<file path="config.mk">
export PLATFORM = sky130hd
export DESIGN_NAME = butterfly_unit_5
export DESIGN_NICKNAME = d
export VERILOG_FILES = /design/src/rtl/fft_5_pkg.sv /design/src/rtl/bfly_round_sat_5.sv /design/src/rtl/butterfly_unit_5.sv
export SDC_FILE = /design/constraint.sdc
export NUM_CORES = 1
export LEC_CHECK = 0
export CAP_MARGIN = 25
export CORE_ASPECT_RATIO = 0.6
export CORE_MARGIN = 2
export CORE_UTILIZATION = 45
export CTS_BUF_LIST = sky130_fd_sc_hd__clkbuf_4 sky130_fd_sc_hd__clkbuf_8 sky130_fd_sc_hd__clkbuf_16
export CTS_CLUSTER_SIZE = 14
export DETAILED_ROUTE_END_ITERATION = 16
export HOLD_SLACK_MARGIN = 0.06
export MAX_ROUTING_LAYER = met4
export PLACE_DENSITY = 0.69
export SYNTH_ARGS = -nofsm -noshare
export SYNTH_HDL_FRONTEND = slang
export SYNTH_SLANG_ARGS = --single-unit
</file>
<file path="constraint.sdc">
create_clock -name clk -period 7.4 [get_ports clk]
set_input_delay 1.85 -clock clk [delete_from_list [all_inputs] [get_ports clk]]
set_output_delay 1.85 -clock clk [all_outputs]
set_load 0.03 [all_outputs]
</file>
<file path="src/rtl/fft_5_pkg.sv">
// ---------------------------------------------------------------------------
// fft_5_pkg
// Shared constants and types for FFT stage 5 (complex multiplier + butterfly).
//   FFT5_DW    : width of stage data (X inputs, Y0/Y1 outputs), signed
//   FFT5_PW    : width of the multiplier product, signed, aligned to X scale
//   FFT5_SHIFT : per-stage arithmetic right shift (block scaling), 0..3
//   cplx_t     : complex product sample {re, im} at product width
//   acc_t      : complex butterfly accumulator {re, im} at product width + 1
// ---------------------------------------------------------------------------
package fft_5_pkg;

   localparam int FFT5_DW    = 12;
   localparam int FFT5_PW    = 24;
   localparam int FFT5_SHIFT = 1;

   typedef struct packed {
      logic signed [FFT5_PW-1:0] re;
      logic signed [FFT5_PW-1:0] im;
   } cplx_t;

   typedef struct packed {
      logic signed [FFT5_PW:0] re;
      logic signed [FFT5_PW:0] im;
   } acc_t;

endpackage

</file>
<file path="src/rtl/bfly_round_sat_5.sv">
// ---------------------------------------------------------------------------
// bfly_round_sat_5
// Combinational round-half-up, arithmetic right shift and range reduction of
// one butterfly component from the exact accumulator width down to DW bits.
// Configuration macro: BUTTERFLY_5_SAT_EN
//   defined   : out-of-range results clamp to the nearest DW-bit extreme
//   undefined : out-of-range results wrap (low OW bits are kept)
// Ports:
//   s   in   IW  exact sum or difference from stage 1 (signed)
//   v   out  OW  rounded, shifted, range-reduced result (signed)
//   ovf out  1   result did not fit the OW-bit signed range
// ---------------------------------------------------------------------------
module bfly_round_sat_5 #(
   parameter int IW    = 25,
   parameter int OW    = 12,
   parameter int SHIFT = 1
) (
   input  logic signed [IW-1:0] s,
   output logic signed [OW-1:0] v,
   output logic                 ovf
);

   // One guard bit so the rounding constant can never overflow the sum.
   localparam int WW = IW + 1;
   localparam logic signed [WW-1:0] MAX_V = WW'((1 << (OW - 1)) - 1);
   localparam logic signed [WW-1:0] MIN_V = ~MAX_V;

   logic signed [WW-1:0] wide;
   logic signed [WW-1:0] shifted;

   assign wide = {s[IW-1], s};

   // Adding half an LSB before the floor-shift gives round-half-up.
   generate
      if (SHIFT > 0) begin : g_round
         logic signed [WW-1:0] rounded;
         assign rounded = wide + (WW'(1) << (SHIFT - 1));
         assign shifted = rounded >>> SHIFT;
      end else begin : g_noround
         assign shifted = wide;
      end
   endgenerate

   assign ovf = (shifted > MAX_V) || (shifted < MIN_V);

`ifdef BUTTERFLY_5_SAT_EN
   // Clamp to the representable extreme on overflow.
   always_comb begin
      v = shifted[OW-1:0];
      if (shifted > MAX_V) begin
         v = MAX_V[OW-1:0];
      end else if (shifted < MIN_V) begin
         v = MIN_V[OW-1:0];
      end
   end
`else
   assign v = shifted[OW-1:0];
`endif

endmodule

</file>
<file path="src/rtl/butterfly_unit_5.sv">
// ---------------------------------------------------------------------------
// butterfly_unit_5
// Radix-2 DIT butterfly for FFT stage 5. Combines upper operand X with the
// twiddled product P: Y0 = round(X+P)>>SHIFT, Y1 = round(X-P)>>SHIFT.
// Two-stage pipeline (exact add/sub, then round/shift/range-reduce) with
// valid/ready flow control; full throughput, 2-cycle latency.
// Configuration macro: BUTTERFLY_5_SAT_EN (saturate instead of wrap on overflow)
// Ports:
//   clk, rst            clock, asynchronous active-high reset
//   in_valid/in_ready   input handshake
//   x_re/x_im   [DW]    upper operand
//   p_re/p_im   [PW]    multiplier product
//   in_last             last butterfly of the frame
//   clr_ovf             synchronous clear of ovf_sticky
//   out_valid/out_ready output handshake
//   y0_re/y0_im [DW]    sum output
//   y1_re/y1_im [DW]    difference output
//   out_last            in_last aligned with its data
//   ovf_sticky          some result exceeded DW range since last clear
// ---------------------------------------------------------------------------
module butterfly_unit_5
   import fft_5_pkg::*;
#(
   parameter int DW    = FFT5_DW,
   parameter int PW    = FFT5_PW,
   parameter int SHIFT = FFT5_SHIFT
) (
   input  logic                 clk,
   input  logic                 rst,
   input  logic                 in_valid,
   output logic                 in_ready,
   input  logic signed [DW-1:0] x_re,
   input  logic signed [DW-1:0] x_im,
   input  logic signed [PW-1:0] p_re,
   input  logic signed [PW-1:0] p_im,
   input  logic                 in_last,
   input  logic                 clr_ovf,
   output logic                 out_valid,
   input  logic                 out_ready,
   output logic signed [DW-1:0] y0_re,
   output logic signed [DW-1:0] y0_im,
   output logic signed [DW-1:0] y1_re,
   output logic signed [DW-1:0] y1_im,
   output logic                 out_last,
   output logic                 ovf_sticky
);

   logic adv1, adv2;
   logic s1_valid, s1_last, s2_valid;
   logic signed [PW:0] x_re_ext, x_im_ext, p_re_ext, p_im_ext;
   logic signed [PW:0] s1_sum_re, s1_sum_im, s1_dif_re, s1_dif_im;
   logic signed [DW-1:0] r0_re, r0_im, r1_re, r1_im;
   logic ovf0_re, ovf0_im, ovf1_re, ovf1_im;
   logic any_ovf;

   // A stage may load when it is empty or its contents move on this cycle,
   // so a full pipeline keeps streaming while the output is being taken.
   assign adv2      = !s2_valid || out_ready;
   assign adv1      = !s1_valid || adv2;
   assign in_ready  = adv1;
   assign out_valid = s2_valid;

   // At PW+1 bits the add and subtract are exact for any X and P.
   assign x_re_ext = {{(PW + 1 - DW){x_re[DW-1]}}, x_re};
   assign x_im_ext = {{(PW + 1 - DW){x_im[DW-1]}}, x_im};
   assign p_re_ext = {p_re[PW-1], p_re};
   assign p_im_ext = {p_im[PW-1], p_im};

   // Stage 1: register the exact sum and difference.
   always_ff @(posedge clk or posedge rst) begin
      if (rst) begin
         s1_valid  <= 1'b0;
         s1_last   <= 1'b0;
         s1_sum_re <= '0;
         s1_sum_im <= '0;
         s1_dif_re <= '0;
         s1_dif_im <= '0;
      end else if (adv1) begin
         s1_valid <= in_valid;
         if (in_valid) begin
            s1_last   <= in_last;
            s1_sum_re <= x_re_ext + p_re_ext;
            s1_sum_im <= x_im_ext + p_im_ext;
            s1_dif_re <= x_re_ext - p_re_ext;
            s1_dif_im <= x_im_ext - p_im_ext;
         end
      end
   end

   bfly_round_sat_5 #(.IW(PW + 1), .OW(DW), .SHIFT(SHIFT)) u_y0_re (
      .s(s1_sum_re), .v(r0_re), .ovf(ovf0_re)
   );
   bfly_round_sat_5 #(.IW(PW + 1), .OW(DW), .SHIFT(SHIFT)) u_y0_im (
      .s(s1_sum_im), .v(r0_im), .ovf(ovf0_im)
   );
   bfly_round_sat_5 #(.IW(PW + 1), .OW(DW), .SHIFT(SHIFT)) u_y1_re (
      .s(s1_dif_re), .v(r1_re), .ovf(ovf1_re)
   );
   bfly_round_sat_5 #(.IW(PW + 1), .OW(DW), .SHIFT(SHIFT)) u_y1_im (
      .s(s1_dif_im), .v(r1_im), .ovf(ovf1_im)
   );

   assign any_ovf = ovf0_re || ovf0_im || ovf1_re || ovf1_im;

   // Stage 2: output registers. They only change on a move, so outputs stay
   // frozen while the downstream stalls.
   always_ff @(posedge clk or posedge rst) begin
      if (rst) begin
         s2_valid <= 1'b0;
         out_last <= 1'b0;
         y0_re    <= '0;
         y0_im    <= '0;
         y1_re    <= '0;
         y1_im    <= '0;
      end else if (adv2) begin
         s2_valid <= s1_valid;
         if (s1_valid) begin
            out_last <= s1_last;
            y0_re    <= r0_re;
            y0_im    <= r0_im;
            y1_re    <= r1_re;
            y1_im    <= r1_im;
         end
      end
   end

   // Overflow is flagged when the offending result enters stage 2; a new
   // overflow takes priority over a simultaneous clear.
   always_ff @(posedge clk or posedge rst) begin
      if (rst) begin
         ovf_sticky <= 1'b0;
      end else if (adv2 && s1_valid && any_ovf) begin
         ovf_sticky <= 1'b1;
      end else if (clr_ovf) begin
         ovf_sticky <= 1'b0;
      end
   end

endmodule

</file>
# After elaboration in Yosys (flattened, before gate mapping)
# Index checks and enable logic that the tools add are counted.
# Widths: inputs -> output; s select.
dict set report classes {
  n_reduce_logical 16
  n_mul 0
  n_mux 2
  n_eq_ne 0
  shifts 0
  addsub 8
  magnitude_cmp 8
  n_div 0
  bitwise 0
}
# cell n
set op_table {}
lappend op_table {{$add 25x2->26 const B} 4}
lappend op_table {{$gt 25x12->1 const B} 4}
lappend op_table {{$lt 25x12->1 const B} 4}
lappend op_table {{$add 12x24->25} 2}
lappend op_table {{$sub 12x24->25} 2}
lappend op_table {{$logic_or 1x1->1} 9}
lappend op_table {{$reduce_and 2->1} 2}
lappend op_table {{$logic_and 1x1->1} 2}
lappend op_table {{$logic_not 1->1} 2}
lappend op_table {{$mux 1} 2}
lappend op_table {{$reduce_bool 2->1} 1}
dict set report word_totals {
  ramBits 0
  word_cells 47
  register_bits 153
  inputBits 78
  output_inout_bits 52
  mem_bits_ro 0
  mem_count 0
  latchBits 0
}

# Depth between registers and ports, before layout
# Gate-level depths: netlist (run 1).
dict set report logic_depth {
  word_depth 8
  ltp_mapped 12
  mapped_depth_nobuf 12
}

# Hierarchy
# A second synthesis (run 1) with hierarchy kept.
dict set report unflattened {
  cells_unflattened 1567
  area_unflattened_um2 13196.4
}
# mod n_inst seq_area_each_um2 cells_each area_per_inst_um2
set by_module_without_submodules {}
lappend by_module_without_submodules {butterfly_unit_5 1 3778.6 1179 10528.8}
lappend by_module_without_submodules {bfly_round_sat_5 4 0.0 97 666.9}

# Worst setup path before layout (run 1)
# OpenSTA, ideal clock, no wires.
dict set report synth_timing {
  path_kind {input port to flip-flop}
  startpoint {input p_re[4]}
  endpoint {register s1_dif_re[20]}
  setup_slack_ps 3098
  arrival_time_ps 4178
  stages 12
  required_time_ps 7275
  n_path_buf 1
  setup_time_ps 125
  cell_sequence {inv_1 ha_1 buf_2 a21o_1 or4_1 o211ai_1 a31oi_1 a31o_2 a41oi_1 nand2b_1 xnor2_1 mux2_2}
}
dict set report synth_via {
  elab_chain_cells 1
}
# element line
set synth_lines {}
lappend synth_lines {{from (decl)} butterfly_unit_5.sv:34} ;# input logic signed [PW-1:0] p_re,
lappend synth_lines {{$sub 12x24->25} butterfly_unit_5.sv:84} ;# s1_dif_re <= x_re_ext - p_re_ext;
lappend synth_lines {{to (signal assigned)} butterfly_unit_5.sv:84}
lappend synth_lines {{to (decl)} butterfly_unit_5.sv:51} ;# logic signed [PW:0] s1_sum_re, s1_sum_im, s1_dif_re, s1_dif_im;
# No other way between the ends.
# A chain may end at the register's enable or synchronous reset.

# Final worst setup path (run 1)
dict set report layout_timing {
  startpoint {input out_ready}
  endpoint {output in_ready}
}
dict set report layout_via {
  elab_chain_cells 2
}
# element line
set layout_lines {}
lappend layout_lines {{from (decl)} butterfly_unit_5.sv:39} ;# input logic out_ready,
lappend layout_lines {{$logic_or 1x1->1} butterfly_unit_5.sv:58} ;# assign adv2 = !s2_valid || out_ready;
lappend layout_lines {{$logic_or 1x1->1} butterfly_unit_5.sv:59} ;# assign adv1 = !s1_valid || adv2;
lappend layout_lines {{to (decl)} butterfly_unit_5.sv:31} ;# output logic in_ready,
# No other way between the ends.

==> metrics.cfg, run 1 <==
[timing]
finClkSkew_ns=0.0149
setup_viol=0
rsz0062_at_grt=no
hold_viol_final=0
setup_tns_ns=0
slew_headroom_pct=43.3
min_period_over_period_pct=69.3
fin_crit_ns=5.13
fmax_mhz=195
worstMarginPinSlew_ns=0.843
drv_slew=0

[floorplanning]
die_w_um=217
start_util_pct=46.1
num_rows=46
num_io_pins=130
die_h_um=132
dieArea_sq_mm=0.0285
coreArea_sq_mm=0.0265

[synth]
syn_inst=1512
synth.area.top_cells=dfrtp_1 (31%), ha_1 (10%), xnor2_1 (7.5%)
synth_commonest_cells=nand2_1 (202), o21ai_0 (157), dfrtp_1 (151)
ys_warn_count=0
post_synth.cell_area_avg_sq_um=8.08
synthesis.area_sq_mm=0.0122
synth_edf_count=0
synth_top_area_cell=dfrtp_1
syn-num-nets=1694
synth_top_area_share_pct=30.9
yosysSeqAreaShare_pct=30.9
synth.distinct_cells=81
synth.most_common_cell=nand2_1
ys.flop_type=dfrtp_1
synth_seq_cells=151
synthArstFlopShare_pct=100

[clock_tree]
clockRootBuffer=clkbuf_16
cts_hold_buf=0
cts_tree=done
worstSkewPairLatency_ns=0.44
cts_resized=0
cts_sinks=151
post-cts-setup-buffers=0
numCtsBuffers=17
clk_pin_slew_ns=0.06
clockBufferDepth=2
htreeDepth=4

[worst_setup_path]
cp_common_cell=clkdlybuf4s50_1
crit_buf_inv=2
cp-end-kind=primary output
crit_family=buffers and inverters
path_class=input port to primary output
cp_cell_sequence=clkdlybuf4s50_1, nand3b_1, clkdlybuf4s50_1
slowest_delay_ns=0.72
crit_slowest_cell=clkdlybuf4s50_1
cp.required_ns=5.55
worst-endpoint-arrival_ns=3.28
worstSetupStartpointType=input port
cp_max_fo=4

[finish]
antenna_cells=0
layout-drive-gt1-share_pct=4.86
fillers=2503
syn2layout_area_growth_pct=17.4
layout.nets=1773

[route]
wl_per_cell_um=17.1
drtIter0Drc=989
drcViolationCount=0
vias=11000
firstDrtPassIters=5
antenna_left=0
routed_wirelength_um=33600
viasPerCell=5.62

[placement]
dp_hpwl_um=26200
gp_congestion=0.906
port_buffers=129

[power]
vdd_drop_max_uv=168
p_leak_nw=6.03
p_total_mw=3.44
power_density_mw_per_mm2=239

[global_route]
grt_max_degree=105
grtUsageTotal_pct=24.5
grt_pass1_wl_um=54400
grt_pass1_vias=10100
antenna_found_initial=2
grt_overflow_total=0

[run]
cap_violations=0

[outcome]
status=finished, final reports clean

[worst_hold_path]
hp-class=flop to flop

metrics by stage:
stage,cell area [sq um],util (%),worst slack [ns],hold slack [ns],std cells
after CTS,14300,54.0,2.28,0.484,1963
after floorplan,12200,-,1.49,0.442,1512
after global placement,13700,51.7,2.13,0.461,1931
after detailed placement,13700,51.7,2.07,0.470,1931
final,14400,54.1,2.27,0.479,1964
after global routing,14400,54.1,2.24,0.500,1964
flip-flops by register name (all words and copies together) (netlist names), 12 cells and up:
name / count
s1_sum_re: 25
s1_dif_im: 24
s1_dif_re: 24
s1_sum_im: 25
y0_im: 12
y1_re: 12
y0_re: 12
y1_im: 12
power breakdown:
group,switching [mW],internal [mW],total [mW]
clock network,0.366,0.547,0.913
logic,0.703,0.524,1.23
registers,0.269,1.03,1.30
total,1.34,2.10,3.44
worst reg2reg max path, delay by kind of cell (launching register included):
kind            cells  cell delay, ns
fa+ha+maj           1            0.23
flops               1            0.47
compound gates      4            0.56
simple gates        5            1.74
final timing paths:
path                                  to  depth (start not counted)         start  slack, ns
max                             in_ready                          3     out_ready       2.27
min                             y1_re[3]                          2      y1_re[3]       0.48
max reg2reg                   ovf_sticky                         10  s1_sum_im[0]       4.24
min reg2reg                     y1_re[3]                          2      y1_re[3]       0.48
max in group asynchronous  s1_dif_re[22]                          4           rst       4.40
min in group asynchronous      out_valid                          2           rst       1.66
placed cells by master, fill, tap and decap left out, drive strengths merged, types with 10 or more instances in the layout:
| cell type | n |
|---|---|
| nand2 | 202 |
| o31ai | 15 |
| a21o | 13 |
| buf | 10 |
| o21ai | 162 |
| xnor2 | 104 |
| a21oi | 73 |
| nand4 | 25 |
| a31oi | 22 |
| nor4 | 16 |
| xor2 | 37 |
| clkdlybuf4s50 | 129 |
| dfrtp | 151 |
| nor3 | 53 |
| and3 | 16 |
| nor2 | 81 |
| clkbuf | 19 |
| and4 | 11 |
| nor2b | 15 |
| o211ai | 15 |
| ha | 100 |
| nand2b | 21 |
| inv | 106 |
| o21bai | 15 |
| nand3 | 51 |
kinds of logic (layout without fill, tap and decap cells):
kind of cell	Yosys count	after routing	share of synthesized area, %
AND/OR/NAND/NOR	530	530	21.3
buffers and inverters	182	274	5.96
adder cells (fa/ha/maj)	104	104	10.9
XOR/XNOR	141	141	10.1
AO/OA/AOI/OAI	391	391	19.7
multiplexers	13	13	1.14
flip-flops	151	151	30.9
layout make-up:
cell class | instances | area, sq um | share of cell area, %
multi-input cells | 1179 | 7730 | 53.8
inverters | 103 | 392 | 2.73
well taps | 360 | 450 | 3.14
flip-flops and latches | 151 | 3780 | 26.3
clock buffers | 19 | 447 | 3.11
repair buffers | 139 | 1390 | 9.66
clock inverters | 13 | 170 | 1.19
routing by layer:
| metal | track usage, % | up-vias | wire length, um |
|---|---|---|---|
| li1 | - | 5459 | - |
| met1 | 39.9 | 5218 | 18300 |
| met4 | 5.06 | 0 | 399 |
| met2 | 31.2 | 335 | 12800 |
| met3 | 3.22 | 26 | 2110 |
| met5 | - | - | 0 |
No activity file was read; power rests on OpenSTA's default activity.
==> run 2, diff against run 1 <==
--- a/config.mk
+++ b/config.mk
@@ -14,7 +14,7 @@
 export DETAILED_ROUTE_END_ITERATION = 16
 export HOLD_SLACK_MARGIN = 0.06
 export MAX_ROUTING_LAYER = met4
-export PLACE_DENSITY = 0.69
+export PLACE_DENSITY = 0.71
 export SYNTH_ARGS = -nofsm -noshare
 export SYNTH_HDL_FRONTEND = slang
 export SYNTH_SLANG_ARGS = --single-unit
==> constraint.sdc (replaced) <==
create_clock -name clk -period 4.7 [get_ports clk]
set_input_delay 1.175 -clock clk [delete_from_list [all_inputs] [get_ports clk]]
set_output_delay 1.175 -clock clk [all_outputs]
set_load 0.03 [all_outputs]
==> run 2 against run 1 <==
First-iteration DRC count up 18%. Non-clock buffer count up 16. Largest cell class unchanged. Clock power up 49%. Die area unchanged. Register-to-register slack worse by 2.9 ns. Via count up 1.2%. Sequential cell count unchanged. Total power up 56%. Sequential share of layout area down 0.15 points.
==> metrics.cfg, run 2 (synthesis gave the netlist of run 1 again) <==
[floorplanning]
dieArea_sq_mm=0.0285  ; unchanged
start_util_pct=46.1  ; unchanged
die_w_um=217  ; unchanged
num_io_pins=130  ; unchanged
num_rows=46  ; unchanged
coreArea_sq_mm=0.0265  ; unchanged
die_h_um=132  ; unchanged

[clock_tree]
cts_sinks=151  ; unchanged
cts_tree=done
worstSkewPairLatency_ns=0.43  ; about the same
clk_pin_slew_ns=0.07  ; about the same
numCtsBuffers=17  ; unchanged
post-cts-setup-buffers=0  ; unchanged
htreeDepth=4  ; unchanged
clockBufferDepth=2  ; unchanged
cts_resized=0  ; unchanged
clockRootBuffer=clkbuf_16
cts_hold_buf=0  ; unchanged

[route]
firstDrtPassIters=5  ; unchanged
vias=11200  ; +1.2%
viasPerCell=5.64  ; +0.42%
drtIter0Drc=1165  ; +18%
antenna_left=0  ; unchanged
wl_per_cell_um=17.4  ; +1.6%
routed_wirelength_um=34400  ; +2.5%
drcViolationCount=0  ; unchanged

[global_route]
antenna_found_initial=2  ; unchanged
grt_overflow_total=0  ; unchanged
grt_pass1_wl_um=55100  ; +1.2%
grtUsageTotal_pct=24.9  ; +0.40 points
grt_pass1_vias=10100  ; -0.38%
grt_max_degree=78  ; -26%

[timing]
worstMarginPinSlew_ns=0.849  ; +0.00583 ns
finClkSkew_ns=0.0111  ; -0.00378 ns
fmax_mhz=244
min_period_over_period_pct=87.1
setup_viol=0  ; unchanged
hold_viol_final=0  ; unchanged
slew_headroom_pct=42.9  ; -0.39 points
whs_ns=0.477  ; -0.00199 ns
rsz0062_at_grt=no
setup_tns_ns=0  ; unchanged
drv_slew=0  ; unchanged
fin_crit_ns=4.09

[finish]
final_util_pct=54.4  ; +0.32 points
fillers=2504  ; +0.040%
syn2layout_area_growth_pct=18.1
layout-drive-gt1-share_pct=5.80  ; +0.94 points
final_common_cell=nand2_1
finalInstanceArea_sq_mm=0.0144  ; +0.58%
reg_top3=s1_sum_im (25), s1_sum_re (25)
antenna_cells=0  ; unchanged
layout.nets=1789  ; +0.90%
layout_common_cells=nand2_1 (200), o21ai_0 (157), dfrtp_1 (151)
final_cells=1980  ; +0.81%

[outcome]
status=finished, final reports clean

[power]
vdd_drop_max_uv=277  ; +65%
power_density_mw_per_mm2=372  ; +55%
p_leak_nw=6.07  ; +0.77%

[worst_setup_path]
worst-endpoint-arrival_ns=4.41  ; +1.13 ns
r2r-end=ovf_sticky
cp_max_fo=7  ; +3
cp-end-kind=flop
rr_worst_depth=10  ; unchanged
crit_start=p_re[4]
cp.required_ns=5.01  ; -0.54 ns
reg2reg_slack_ns=1.35  ; -2.89 ns
worstSetupStartpointType=input port
path_class=input port to flop
r2r_start=s1_sum_im[0]

[placement]
dp_hpwl_um=27200  ; +3.8%
port_buffers=129  ; unchanged
gp_congestion=0.944  ; +4.2%
dp_cells=1948  ; +0.88%
place_area_sq_mm=0.0139  ; +1.1%

[worst_hold_path]
hp-start=y1_re[5]
min_path_cells=2  ; unchanged
hold_end=y1_re[5]
hp-class=flop to flop

[run]
cap_violations=0  ; unchanged

-- run 2: cell count changes in the layout (fill, tap and decap cells not counted), sizes merged --
cell,before,now
clkinvlp,3,6
bufinv,3,1
clkbuf,19,18
buf,10,26
clkinv,4,2
inv,106,108
-- run 2: report_power, final --
part / total (mW) / switching, mW / leakage, nW / internal, mW
registers: 2.05 / 0.431 / 1.85 / 1.61
logic: 1.96 / 1.12 / 3.95 / 0.841
clock network: 1.36 / 0.608 / 0.267 / 0.754
total: 5.37 / 2.16 / 6.07 / 3.21
-- run 2: how the worst max path moves through the flow --
| stage | slack (ns) | to |
|---|---|---|
| global route | 0.43 | s1_dif_im[21] |
| CTS | 0.65 | s1_dif_re[20] |
| floorplan | 1.07 | s1_dif_re[20] |
| global placement | 0.34 | s1_dif_re[20] |
| finish | 0.61 | s1_dif_re[20] |
| detailed placement | 0.21 | s1_dif_re[20] |
-- run 2: through the flow --
step                worst slack (ns)  power [mW]
global placement               0.339        3.95
finish                         0.608        5.37
CTS                            0.645        5.35
global route                   0.431        5.66
detailed placement             0.212        4.00
floorplan                       1.07        3.22
-- run 2: final cells by class --
cell class              instances  area, sq um  area share [%]
clock inverters                14          138           0.953
inverters                     103          390            2.70
well taps                     360          450            3.12
repair buffers                155         1510            10.5
multi-input cells            1179         7730            53.5
flip-flops and latches        151         3780            26.2
clock buffers                  18          439            3.04
-- run 2: critical path, stage by stage --
cell             delay, ns
clkdlybuf4s50_1       0.49
inv_1                 0.05
ha_1                  0.37
a21o_1                0.26
or4_1                 0.51
o211ai_1              0.27
a31oi_1               0.18
a31o_2                0.30
a41oi_1               0.29
nand2b_1              0.11
xnor2_1               0.14
mux2_2                0.26
-- run 2: routing by layer --
metal  vias to the layer above  track usage (%)  routed length [um]  share of wire [%]
li1                       5491                -                   -                  -
met1                      5305             40.4               18400                 53
met2                       356             32.0               13400                 39
met3                        23             3.66                2400                7.0
met4                         0             4.34                 293               0.85
met5                         -                -                   0                  0
